### config.mk
export PLATFORM = sky130hd
export DESIGN_NAME = vga_timing_gen
export DESIGN_NICKNAME = d
export VERILOG_FILES = /design/src/rtl/vga_pkg.sv /design/src/rtl/vga_axis_counter.sv /design/src/rtl/vga_timing_gen.sv
export SDC_FILE = /design/constraint.sdc
export NUM_CORES = 1
export LEC_CHECK = 0
export BUFFER_PORTS_ARGS = -buffer_cell sky130_fd_sc_hd__buf_4
export CAP_MARGIN = 5
export CELL_PAD_IN_SITES_DETAIL_PLACEMENT = 1
export CELL_PAD_IN_SITES_GLOBAL_PLACEMENT = 1
export CORE_UTILIZATION = 25
export CTS_CLUSTER_DIAMETER = 60
export CTS_CLUSTER_SIZE = 24
export DETAILED_ROUTE_END_ITERATION = 6
export GPL_ROUTABILITY_DRIVEN = 0
export PLACE_DENSITY_LB_ADDON = 0.25
export SYNTH_ARGS = -nofsm -noshare
export SYNTH_HDL_FRONTEND = slang
export SYNTH_HIERARCHICAL = 1
export SYNTH_SLANG_ARGS = --single-unit
### constraint.sdc
create_clock -name clk -period 2.7 [get_ports clk]
set_clock_uncertainty 0.15 [all_clocks]
set_input_delay 0.405 -clock clk [delete_from_list [all_inputs] [get_ports clk]]
set_output_delay 0.405 -clock clk [all_outputs]
set_load 0.005 [all_outputs]
### src/rtl/vga_pkg.sv
// Default 640x480@60 timing constants, colour widths and a counter-width helper
// shared by the VGA timing generator and its axis counters.
package vga_pkg;

    localparam int DEF_CLK_DIV  = 4;
    localparam int DEF_H_ACTIVE = 640;
    localparam int DEF_H_FP     = 16;
    localparam int DEF_H_SYNC   = 96;
    localparam int DEF_H_BP     = 48;
    localparam int DEF_V_ACTIVE = 480;
    localparam int DEF_V_FP     = 10;
    localparam int DEF_V_SYNC   = 2;
    localparam int DEF_V_BP     = 33;
    localparam int DEF_R_W      = 3;
    localparam int DEF_G_W      = 3;
    localparam int DEF_B_W      = 2;

    // Bits needed to hold 0..total-1; never less than one bit.
    function automatic int cnt_width(input int total);
        return (total > 1) ? $clog2(total) : 1;
    endfunction

endpackage

### src/rtl/vga_axis_counter.sv
// One timing axis: counts 0..TOTAL-1 on enable and decodes the active and sync
// regions (order: active, front porch, sync, back porch).
module vga_axis_counter
    import vga_pkg::*;
#(
    parameter int TOTAL  = 800,
    parameter int ACTIVE = 640,
    parameter int FP     = 16,
    parameter int SYNC   = 96,
    parameter bit POL    = 1'b0,
    parameter int W      = cnt_width(TOTAL)
) (
    input  logic         clk,
    input  logic         reset,
    input  logic         en,
    output logic [W-1:0] count,
    output logic         wrap,
    output logic         active,
    output logic         sync
);

    localparam logic [W-1:0] LAST = W'(TOTAL - 1);
    // One extra bit so a sync region ending exactly at TOTAL still fits.
    localparam logic [W:0] ACT_END  = (W+1)'(ACTIVE);
    localparam logic [W:0] SYNC_BEG = (W+1)'(ACTIVE + FP);
    localparam logic [W:0] SYNC_END = (W+1)'(ACTIVE + FP + SYNC);

    logic [W:0] count_x;

    always_ff @(posedge clk) begin
        if (reset) begin
            count <= '0;
        end else if (en) begin
            count <= wrap ? '0 : count + W'(1);
        end
    end

    always_comb begin
        count_x = {1'b0, count};
        wrap    = (count == LAST);
        active  = (count_x < ACT_END);
        sync    = ((count_x >= SYNC_BEG) && (count_x < SYNC_END)) ? POL : ~POL;
    end

endmodule

### src/rtl/vga_timing_gen.sv
// Parametrised VGA timing generator: pixel-tick divider, h/v axis counters,
// coordinate request (stage 0) and registered sync/colour pin stage (stage 1).
module vga_timing_gen
    import vga_pkg::*;
#(
    parameter int CLK_DIV  = DEF_CLK_DIV,
    parameter int H_ACTIVE = DEF_H_ACTIVE,
    parameter int H_FP     = DEF_H_FP,
    parameter int H_SYNC   = DEF_H_SYNC,
    parameter int H_BP     = DEF_H_BP,
    parameter int V_ACTIVE = DEF_V_ACTIVE,
    parameter int V_FP     = DEF_V_FP,
    parameter int V_SYNC   = DEF_V_SYNC,
    parameter int V_BP     = DEF_V_BP,
    parameter bit HS_POL   = 1'b0,
    parameter bit VS_POL   = 1'b0,
    parameter int R_W      = DEF_R_W,
    parameter int G_W      = DEF_G_W,
    parameter int B_W      = DEF_B_W,
    localparam int H_TOTAL = H_ACTIVE + H_FP + H_SYNC + H_BP,
    localparam int V_TOTAL = V_ACTIVE + V_FP + V_SYNC + V_BP,
    localparam int CW_H    = cnt_width(H_TOTAL),
    localparam int CW_V    = cnt_width(V_TOTAL),
    localparam int C_W     = R_W + G_W + B_W
) (
    input  logic            clk,
    input  logic            reset,
    input  logic [C_W-1:0]  color,
    output logic [CW_H-1:0] x_ptr,
    output logic [CW_V-1:0] y_ptr,
    output logic            req_valid,
    output logic            pix_tick,
    output logic            hsync,
    output logic            vsync,
    output logic [R_W-1:0]  VGA_R,
    output logic [G_W-1:0]  VGA_G,
    output logic [B_W-1:0]  VGA_B,
    output logic            frame_start,
    output logic            line_start
);

    localparam int                DIV_W    = cnt_width(CLK_DIV);
    localparam logic [DIV_W-1:0] DIV_LAST = DIV_W'(CLK_DIV - 1);

    logic [DIV_W-1:0] div;
    logic [CW_H-1:0]  h;
    logic [CW_V-1:0]  v;
    logic             h_wrap, h_active, h_sync;
    logic             v_active, v_sync;

    // The divider only produces an enable; everything stays on clk.
    always_ff @(posedge clk) begin
        if (reset || pix_tick) begin
            div <= '0;
        end else begin
            div <= div + DIV_W'(1);
        end
    end

    assign pix_tick = (div == DIV_LAST);

    vga_axis_counter #(
        .TOTAL (H_TOTAL),
        .ACTIVE(H_ACTIVE),
        .FP    (H_FP),
        .SYNC  (H_SYNC),
        .POL   (HS_POL),
        .W     (CW_H)
    ) u_h (
        .clk   (clk),
        .reset (reset),
        .en    (pix_tick),
        .count (h),
        .wrap  (h_wrap),
        .active(h_active),
        .sync  (h_sync)
    );

    vga_axis_counter #(
        .TOTAL (V_TOTAL),
        .ACTIVE(V_ACTIVE),
        .FP    (V_FP),
        .SYNC  (V_SYNC),
        .POL   (VS_POL),
        .W     (CW_V)
    ) u_v (
        .clk   (clk),
        .reset (reset),
        .en    (pix_tick && h_wrap),
        .count (v),
        .wrap  (),
        .active(v_active),
        .sync  (v_sync)
    );

    // req_valid qualifies x_ptr/y_ptr for the whole pixel period; there is no
    // ready: the colour source must answer by the pix_tick that ends the period.
    always_comb begin
        req_valid   = h_active && v_active;
        x_ptr       = req_valid ? h : '0;
        y_ptr       = req_valid ? v : '0;
        line_start  = pix_tick && (h == '0);
        frame_start = line_start && (v == '0);
    end

    // Sync and colour share one register stage so the pins stay aligned.
    always_ff @(posedge clk) begin
        if (reset) begin
            hsync <= ~HS_POL;
            vsync <= ~VS_POL;
            {VGA_R, VGA_G, VGA_B} <= '0;
        end else if (pix_tick) begin
            hsync <= h_sync;
            vsync <= v_sync;
            {VGA_R, VGA_G, VGA_B} <= req_valid ? color : '0;
        end
    end

endmodule

* Word level (Yosys, flattened, before mapping)
Index checks and enable logic that the tools add are counted.
** Word-level totals
- Flip-flop bits (word level) :: 32
- Bits of input ports :: 10
** Cells by class
- Add/sub/neg operators :: 3
- $lt $le $gt $ge :: 6
- Equal/unequal tests :: 3
- Multiplexer cells :: 7
- Reduce and logical (&&, ||, !) cells :: 9
** Operators by type and width (number)
- $mux W10 :: 4
- $add A10 B1 Y10 const B :: 2
- $eq A10 B10 Y1 const B :: 2
- $logic_not A10 Y1 :: 2
- $lt A10 B10 Y1 const B :: 2
- $lt A10 B9 Y1 const B :: 2
- $ge A10 B10 Y1 const B :: 1
- $ge A10 B9 Y1 const B :: 1
- $mux W8 :: 1
- $logic_and A1 B1 Y1 :: 6
- $add A2 B1 Y2 const B :: 1
- $eq A2 B2 Y1 const B :: 1
- $mux W1 :: 2
- $logic_or A1 B1 Y1 :: 1

* Logic depth before layout (Yosys ltp)
Gate-level depths: netlist (run 1).
- Depth in word-level cells :: 3
- Depth in mapped cells :: 8
- Depth with buffers taken out :: 7

* Modules after synthesis
Netlist (run 1), hierarchy kept.
** Modules (own cells, without submodules)
- vga_timing_gen :: instances 1, cells an instance 81, area each 655.6 µm², seq. area each 240.2 µm²
- vga_axis_counter at u_h :: instances 1, cells an instance 61, area each 534.3 µm², seq. area each 200.2 µm²
- vga_axis_counter at u_v :: instances 1, cells an instance 58, area each 520.5 µm², seq. area each 200.2 µm²

* Worst setup path before layout (run 1)
No wires, ideal clock.
- Path kind :: register to register
- Start point :: register div[0]
- End point :: register u_v.count[8]
- Arrival time :: 1.916 ns
- Required time :: 2.484 ns
- Setup slack :: 0.568 ns
- Cell stages (with the launch flop) :: 8
- Path buffers :: 2
- Clock period less this slack :: 2.132 ns
- Path through :: dfxtp_1 > ha_1 > clkbuf_1 > and2_1 > buf_2 > nand4_2 > or4_4 > a21oi_2
** On the way
- Word-level cells in the longest chain between the ends :: 2
** RTL lines
- start, declared :: RTL line vga_timing_gen.sv:45 : logic [DIV_W-1:0] div;
- start signal, assigned :: RTL line vga_timing_gen.sv:56 : div <= div + DIV_W'(1);
- $eq A2 B2 Y1 :: RTL line vga_timing_gen.sv:60 : assign pix_tick = (div == DIV_LAST);
- net pix_tick :: RTL line vga_timing_gen.sv:32 : output logic pix_tick,
- $logic_and A1 B1 Y1 :: RTL line vga_timing_gen.sv:89 : .en (pix_tick && h_wrap),
- end signal, assigned :: RTL line vga_axis_counter.sv:34 : count <= wrap ? '0 : count + W'(1);
- end, declared :: RTL line vga_axis_counter.sv:16 : output logic [W-1:0] count,
The timed path passes the listed nets, and every way through them passes these cells.
A chain may end at the register's enable or synchronous reset.

* Worst setup path after layout (run 1)
- Start point :: register div[0]
- End point :: output frame_start
** On the way
- Word-level cells in the longest chain between the ends :: 3
** RTL lines
- $eq A2 B2 Y1 :: RTL line vga_timing_gen.sv:60
- $logic_and A1 B1 Y1 :: RTL line vga_timing_gen.sv:102 : line_start = pix_tick && (h == '0);
- $logic_and A1 B1 Y1 :: RTL line vga_timing_gen.sv:103 : frame_start = line_start && (v == '0);
- end, declared :: RTL line vga_timing_gen.sv:38 : output logic frame_start,
No other way between the ends.

==> results_dict.tcl, run 1 <==
set metrics [dict create \
    status "finished with violations" \
    violations "design-rule violations" \
    slowest_stage "ha_1" \
    antenna_found_initial 0 \
    synthToLayoutAreaGrowth_pct 29.5 \
    grt_first_pass_wirelength_um 7690 \
    grt_start_max_net_pins 24 \
    crit_chain "ha_1 > nor4b_1 > and3_1 > and3_1 > buf_4" \
    htree_levels 2 \
    tightest_slew_ns 0.540 \
    cts_resized 0 \
    drc 4 \
    max_freq_mhz 413 \
    period_share_pct 89.7 \
    n_antenna_cell 0 \
    dieWidth_um 84.6 \
    synth_area_mm2 0.00170 \
    slew_headroom_pct 63.7 \
    drv_cap 0 \
    syn_avg_cell_area_um2 8.56 \
    critPathKind "reg -> out" \
    clk_pin_slew_ns 0.07 \
    setup_viol 0 \
    cp-end-kind "output port" \
    finalPower_mw 0.925 \
    powerDensity_mw_per_mm2 419 \
    grtUsageMet1_pct 18.3 \
    drtIter0Drc 22 \
    wl_um 4700 \
    core_mm2 0.00646 \
    routed_via_density 5.03 \
    num_vias 1621 \
    post_cts_buffers 0 \
    syn_nets 214 \
    fin_setup_tns_ns 0 \
    cpPeakStageDelay_ns 0.47 \
    layout_common_cells "51 x buf_4, 32 x dfxtp_1, 21 x and3_1" \
    track_usage_pct 13.5 \
    hp-class "in -> reg" \
    cp.arrival_ns 1.87 \
    final.min_clock_period_ns 2.42 \
    grt_overflow 0 \
    irDropWorstVdd_v 0.000184 \
    first_global_vias 1572 \
    first_pass_iters 7 \
    cts-root-buf "clkbuf_8" \
    dp.cells 315 \
    top_usage_layer "met2" \
    ant_nets 0 \
    use_met3_pct 3.93 \
    nets 260 \
    clockBufferDepth 2 \
    die_area_mm2 0.00715 \
    critPathBufInv 1 \
    layout_commonest_cell "buf_4" \
    whs_ns 0.251 \
    hold_buffers 0 \
    ios 44 \
    cts_tree "yes" \
    dp_hpwl_um 3280 \
    finalMaxSlewViolations 0 \
    syn_inst 199 \
    required_ns 2.14 \
    io_buffers 43 \
    hold_viol_final 0 \
    cpMostUsedCell "and3_1" \
    rsz0062_at_grt "no" \
    n_fill_cell 781 \
    crit_fanout 11 \
    die_y_um 84.6 \
    yosys_warnings 6 \
    critical_path.top_delay_family "simple AND/OR/NAND/NOR gates" \
    numClockSinks 32 \
    drive_gt1_share_pct 28.2 \
    cts_buffers 5 \
    clk_latency_ns 0.28 \
    grtUsageMet2_pct 20.6 \
    reg2reg_setup_slack_ns 0.31 \
    start_util_pct 26.4 \
    stdcell_count 322 \
    wire_per_inst_um 14.6 \
    power_leakage_nw 0.932 \
    start_kind "register" \
    rows 29 \
]
## worst min-delay path, cell delays in order
cell and delay (ns):
buf_4 0.11, nand3_1 0.07, a21oi_1 0.06
## routing by layer
metal | share of wire, % | wire [um]
met5 | 0 | 0
met3 | 5.7 | 266
met2 | 44 | 2050
met4 | 1.3 | 61
met1 | 49 | 2320
## final timing paths
kind                startpoint           end  cells past startpoint
setup / recovery        div[0]   frame_start                      5
hold / removal        color[7]      VGA_R[2]                      3
setup reg to reg  u_h/count[0]  u_v/count[7]                      7
hold reg to reg         div[0]        div[0]                      1
## final cells by class
cell class	count	area [um^2]	share of cell area, %
Sequential cell	32	641	29.0
Timing Repair Buffer	51	383	17.3
Inverter	5	18.8	0.850
Tap cell	77	96.3	4.37
Clock buffer	6	72.6	3.29
Multi-Input combinational cell	150	991	44.9
Clock inverter	1	5.00	0.227
## power breakdown
part           switching, mW  internal, mW
Sequential           0.00863         0.486
Combinational         0.0399        0.0456
Clock                  0.170         0.175
Total                  0.219         0.706
## sequential cells by signal, indices dropped and copies added, names as in the netlist
register and count:
hsync 1, VGA_B 2, VGA_R 3, u_v/count 10, u_h/count 10, div 2
vsync 1, VGA_G 3
## through the flow
stage,setup WS [ns],utilization (%),cell area [um^2]
detailed placement,0.308,33.0,2130
global route,0.102,34.2,2210
CTS,0.256,34.2,2210
global placement,0.371,33.0,2130
finish,0.279,34.2,2210
floorplan,0.568,-,1700
(Power assumes the default switching activity.)
==> run 2: changes to the inputs <==
MAX_ROUTING_LAYER = met4   (was unset)
SKIP_LAST_GASP = 1   (was unset)
==> results_dict.tcl, run 2 (same netlist as run 1, synthesis figures left out) <==
set metrics [dict create \
    rows 29 \
    finalMaxSlewViolations 0 \
    p_sw_mw 0.219 \
    nets 260 \
    required_ns 2.14 \
    hold_buffers 0 \
    irDropWorstVdd_v 0.000184 \
    cts-root-buf "clkbuf_8" \
    setup_viol 0 \
    wire_per_inst_um 14.6 \
    first_global_vias 1573 \
    antenna_found_initial 0 \
    violations "design-rule violations" \
    io_buffers 43 \
    dieWidth_um 84.6 \
    slew_headroom_pct 63.7 \
    die_area_mm2 0.00715 \
    max_freq_mhz 413 \
    drive_gt1_share_pct 28.2 \
    place_area_mm2 0.00213 \
    finalPower_mw 0.925 \
    track_usage_pct 13.9 \
    clockBufferDepth 2 \
    dp_slack_ns 0.308 \
    dp_hpwl_um 3280 \
    cts_tree "yes" \
    grt_overflow 0 \
    final_util_pct 34.2 \
    fin_area_mm2 0.00221 \
    start_kind "register" \
    reg_top3 "u_h/count (10), u_v/count (10)" \
    final.min_clock_period_ns 2.42 \
    clk_latency_ns 0.28 \
    core_mm2 0.00646 \
    grt_first_pass_wirelength_um 7690 \
    layout_commonest_cell "buf_4" \
    grt_start_max_net_pins 24 \
    drtIter0Drc 23 \
    wl_um 4700 \
    num_vias 1625 \
    clk_pin_slew_ns 0.07 \
    cp-end-kind "output port" \
    status "finished with violations" \
    cts_resized 0 \
    drv_cap 0 \
    critPathKind "reg -> out" \
    power_leakage_nw 0.932 \
    tightest_slew_ns 0.538 \
    crit_fanout 11 \
    power_frac_seq_pct 53.4 \
    post_cts_buffers 0 \
    routed_via_density 5.05 \
    layout_common_cells "51 x buf_4, 32 x dfxtp_1, 21 x and3_1" \
    period_share_pct 89.6 \
    die_y_um 84.6 \
    powerDensity_mw_per_mm2 419 \
    setup_ws_ns 0.281 \
    start_util_pct 26.4 \
    first_pass_iters 7 \
    n_antenna_cell 0 \
    cp.arrival_ns 1.86 \
    numClockSinks 32 \
    clock_power_share_pct 37.3 \
    hp-class "in -> reg" \
    ios 44 \
    htree_levels 2 \
    internal_power_mw 0.706 \
    netSwitchingFraction_pct 23.6 \
    synthToLayoutAreaGrowth_pct 29.5 \
    hold_viol_final 0 \
    rsz0062_at_grt "no" \
    fin_setup_tns_ns 0 \
    p_comb_share_pct 9.2 \
    cts_buffers 5 \
    n_fill_cell 781 \
    drc 4 \
    ant_nets 0 \
]
run 2: cell counts in the layout (fill, tap and decap cells not counted):
Identical to the previous run, type by type.
run 2: cell type report:
cell class              count  area, um^2  area share (%)
well taps                  77        96.3            4.37
flip-flops and latches     32         641            29.0
clock buffers               6        72.6            3.29
multi-input cells         150         991            44.9
inverters                   5        18.8           0.850
clock inverters             1        5.00           0.227
repair buffers             51         383            17.3
run 2: layer usage:
metal | vias up | track usage, % | part of all wire (%)
met4 | 0 | 4.16 | 1.3
met2 | 40 | 20.6 | 44
met5 | - | - | 0
met1 | 765 | 18.4 | 49
met3 | 9 | 3.74 | 5.5
li1 | 811 | - | -
run 2: metrics by stage:
stage                     hold slack [ns]  cells
final                               0.251    322
after detailed placement            0.274    315
after floorplan                     0.254    199
after CTS                           0.245    322
after global routing                0.251    322
after global placement              0.264    315
run 2: power by group through the flow:
stage	registers (mW)	clock network, mW	logic (mW)
4_1_cts	0.495	0.358	0.0871
5_1_grt	0.496	0.378	0.0954
3_5_place_dp	0.505	0	0.0862
6_report	0.494	0.345	0.0854
3_3_place_gp	0.504	0	0.0861
2_1_floorplan	0.505	0	0.0412
run 2: critical path: stages, from the launching register on:
cell	delay [ns]
dfxtp_1	0.34
ha_1	0.46
nor4b_1	0.27
and3_1	0.22
and3_1	0.18
buf_4	0.11
run 2: path summary, 6_finish.rpt:
kind | startpoint | end | slack (ns) | depth (start not counted)
setup / recovery | div[0] | frame_start | 0.28 | 5
hold / removal | color[7] | VGA_R[2] | 0.25 | 3
setup reg to reg | u_h/count[0] | u_v/count[7] | 0.31 | 7
hold reg to reg | div[0] | div[0] | 0.29 | 1
==> run 3: changes to the inputs <==
BUFFER_PORTS_ARGS = -buffer_cell sky130_fd_sc_hd__buf_2   (was -buffer_cell sky130_fd_sc_hd__buf_4)
PLACE_DENSITY = 0.61   (was unset)
PLACE_DENSITY_LB_ADDON = unset   (was 0.25)
==> results_dict.tcl, run 3 (same netlist as run 1, synthesis figures left out) <==
set metrics [dict create \
    status "finished with violations" \
    violations "design-rule violations" \
    dieWidth_um 84.6 \
    grt_first_pass_wirelength_um 7760 \
    slew_headroom_pct 71.0 \
    synthToLayoutAreaGrowth_pct 22.6 \
    seq_area_um2 641 \
    wl_um 4630 \
    stdcell_count 320 \
    drv_cap 0 \
    setup_viol 0 \
    num_vias 1603 \
    cp-end-kind "output port" \
    drive_gt1_share_pct 27.2 \
    cts_tree "yes" \
    first_pass_iters 6 \
    r2r_end "u_v/count[7]" \
    grt_overflow 0 \
    cts-root-buf "clkbuf_8" \
    nets 257 \
    start_util_pct 26.4 \
    finalPower_mw 0.950 \
    first_global_vias 1550 \
    routed_via_density 5.01 \
    cts_resized 0 \
    wire_per_inst_um 14.5 \
    cp.arrival_ns 1.83 \
    crit_fanout 9 \
    hold_depth 3 \
    die_area_mm2 0.00715 \
    clk_pin_slew_ns 0.07 \
    drtIter0Drc 73 \
    ant_nets 0 \
    post_cts_buffers 0 \
    reg2reg_setup_slack_ns 0.48 \
    max_freq_mhz 419 \
    tightest_slew_ns 0.433 \
    clk_latency_ns 0.28 \
    rsz0062_at_grt "no" \
    antenna_found_initial 0 \
    cts_buffers 5 \
    hold_viol_final 0 \
    period_share_pct 88.3 \
    min_from "color[0]" \
    fin_setup_tns_ns 0 \
    io_buffers 43 \
    finalMaxSlewViolations 0 \
    grtUsageMet1_pct 18.0 \
    n_fill_cell 802 \
    drc 10 \
    clockBufferDepth 2 \
    htree_levels 2 \
    irDropWorstVdd_v 0.000126 \
    required_ns 2.14 \
    dp_hpwl_um 3210 \
    ios 44 \
    grt_start_max_net_pins 26 \
    core_mm2 0.00646 \
    reg_top3 "u_h/count (10), u_v/count (10)" \
    numClockSinks 32 \
    grtUsageMet2_pct 21.9 \
    rr_worst_depth 6 \
    power_leakage_nw 0.912 \
    crit_start "div[0]" \
    use_met3_pct 3.54 \
    whs_endpoint "VGA_B[0]" \
    r2r-start "u_h/count[4]" \
    dp.cells 312 \
    hp-class "in -> reg" \
    powerDensity_mw_per_mm2 455 \
    critPathKind "reg -> out" \
    final.min_clock_period_ns 2.38 \
    multi_input_area_um2 991 \
    rows 29 \
    layout_common_cells "43 x buf_2, 32 x dfxtp_1, 21 x and3_1" \
    top_usage_layer "met2" \
    start_kind "register" \
    n_antenna_cell 0 \
    hold_buffers 0 \
    die_y_um 84.6 \
    layout_commonest_cell "buf_2" \
    track_usage_pct 13.9 \
]
==> run 3: worst max-delay path, stage by stage (launching register included) <==
cell     delay [ns]
dfxtp_1        0.34
ha_1           0.42
nor4b_1        0.27
and3_1         0.22
and3_1         0.19
buf_2          0.12
==> run 3: power breakdown <==
part           internal [mW]  switching, mW
clock network          0.208          0.176
logic                 0.0338         0.0365
registers              0.486         0.0102
==> run 3: metrics by stage <==
| step | setup slack (ns) | cell area (um^2) | utilization (%) | hold slack, ns |
|---|---|---|---|---|
| floorplan | 0.568 | 1700 | - | 0.254 |
| global placement | 0.565 | 2000 | 31.0 | 0.263 |
| detailed placement | 0.498 | 2000 | 31.0 | 0.270 |
| CTS | 0.331 | 2090 | 32.4 | 0.234 |
| global route | 0.218 | 2090 | 32.4 | 0.242 |
| finish | 0.315 | 2090 | 32.4 | 0.242 |
==> run 3: final cells by class <==
type / count / share of cell area, %
multi-input combinational: 150 / 47.4
sequential: 32 / 30.7
timing repair buffer: 48 / 12.1
tap: 77 / 4.61
clock buffer: 8 / 4.31
inverter: 5 / 0.898
==> run 3: worst max-delay path by stage <==
stage,endpoint
6_report,frame_start
2_1_floorplan,u_v/count[8]
4_1_cts,frame_start
3_3_place_gp,u_v/count[7]
3_5_place_dp,u_v/count[7]
5_1_grt,frame_start
==> run 3: layer usage <==
layer / up-vias / routed length, um
met4: 0 / 15
met3: 2 / 196
li1: 812 / -
met1: 756 / 2330
met2: 33 / 2090
met5: - / 0
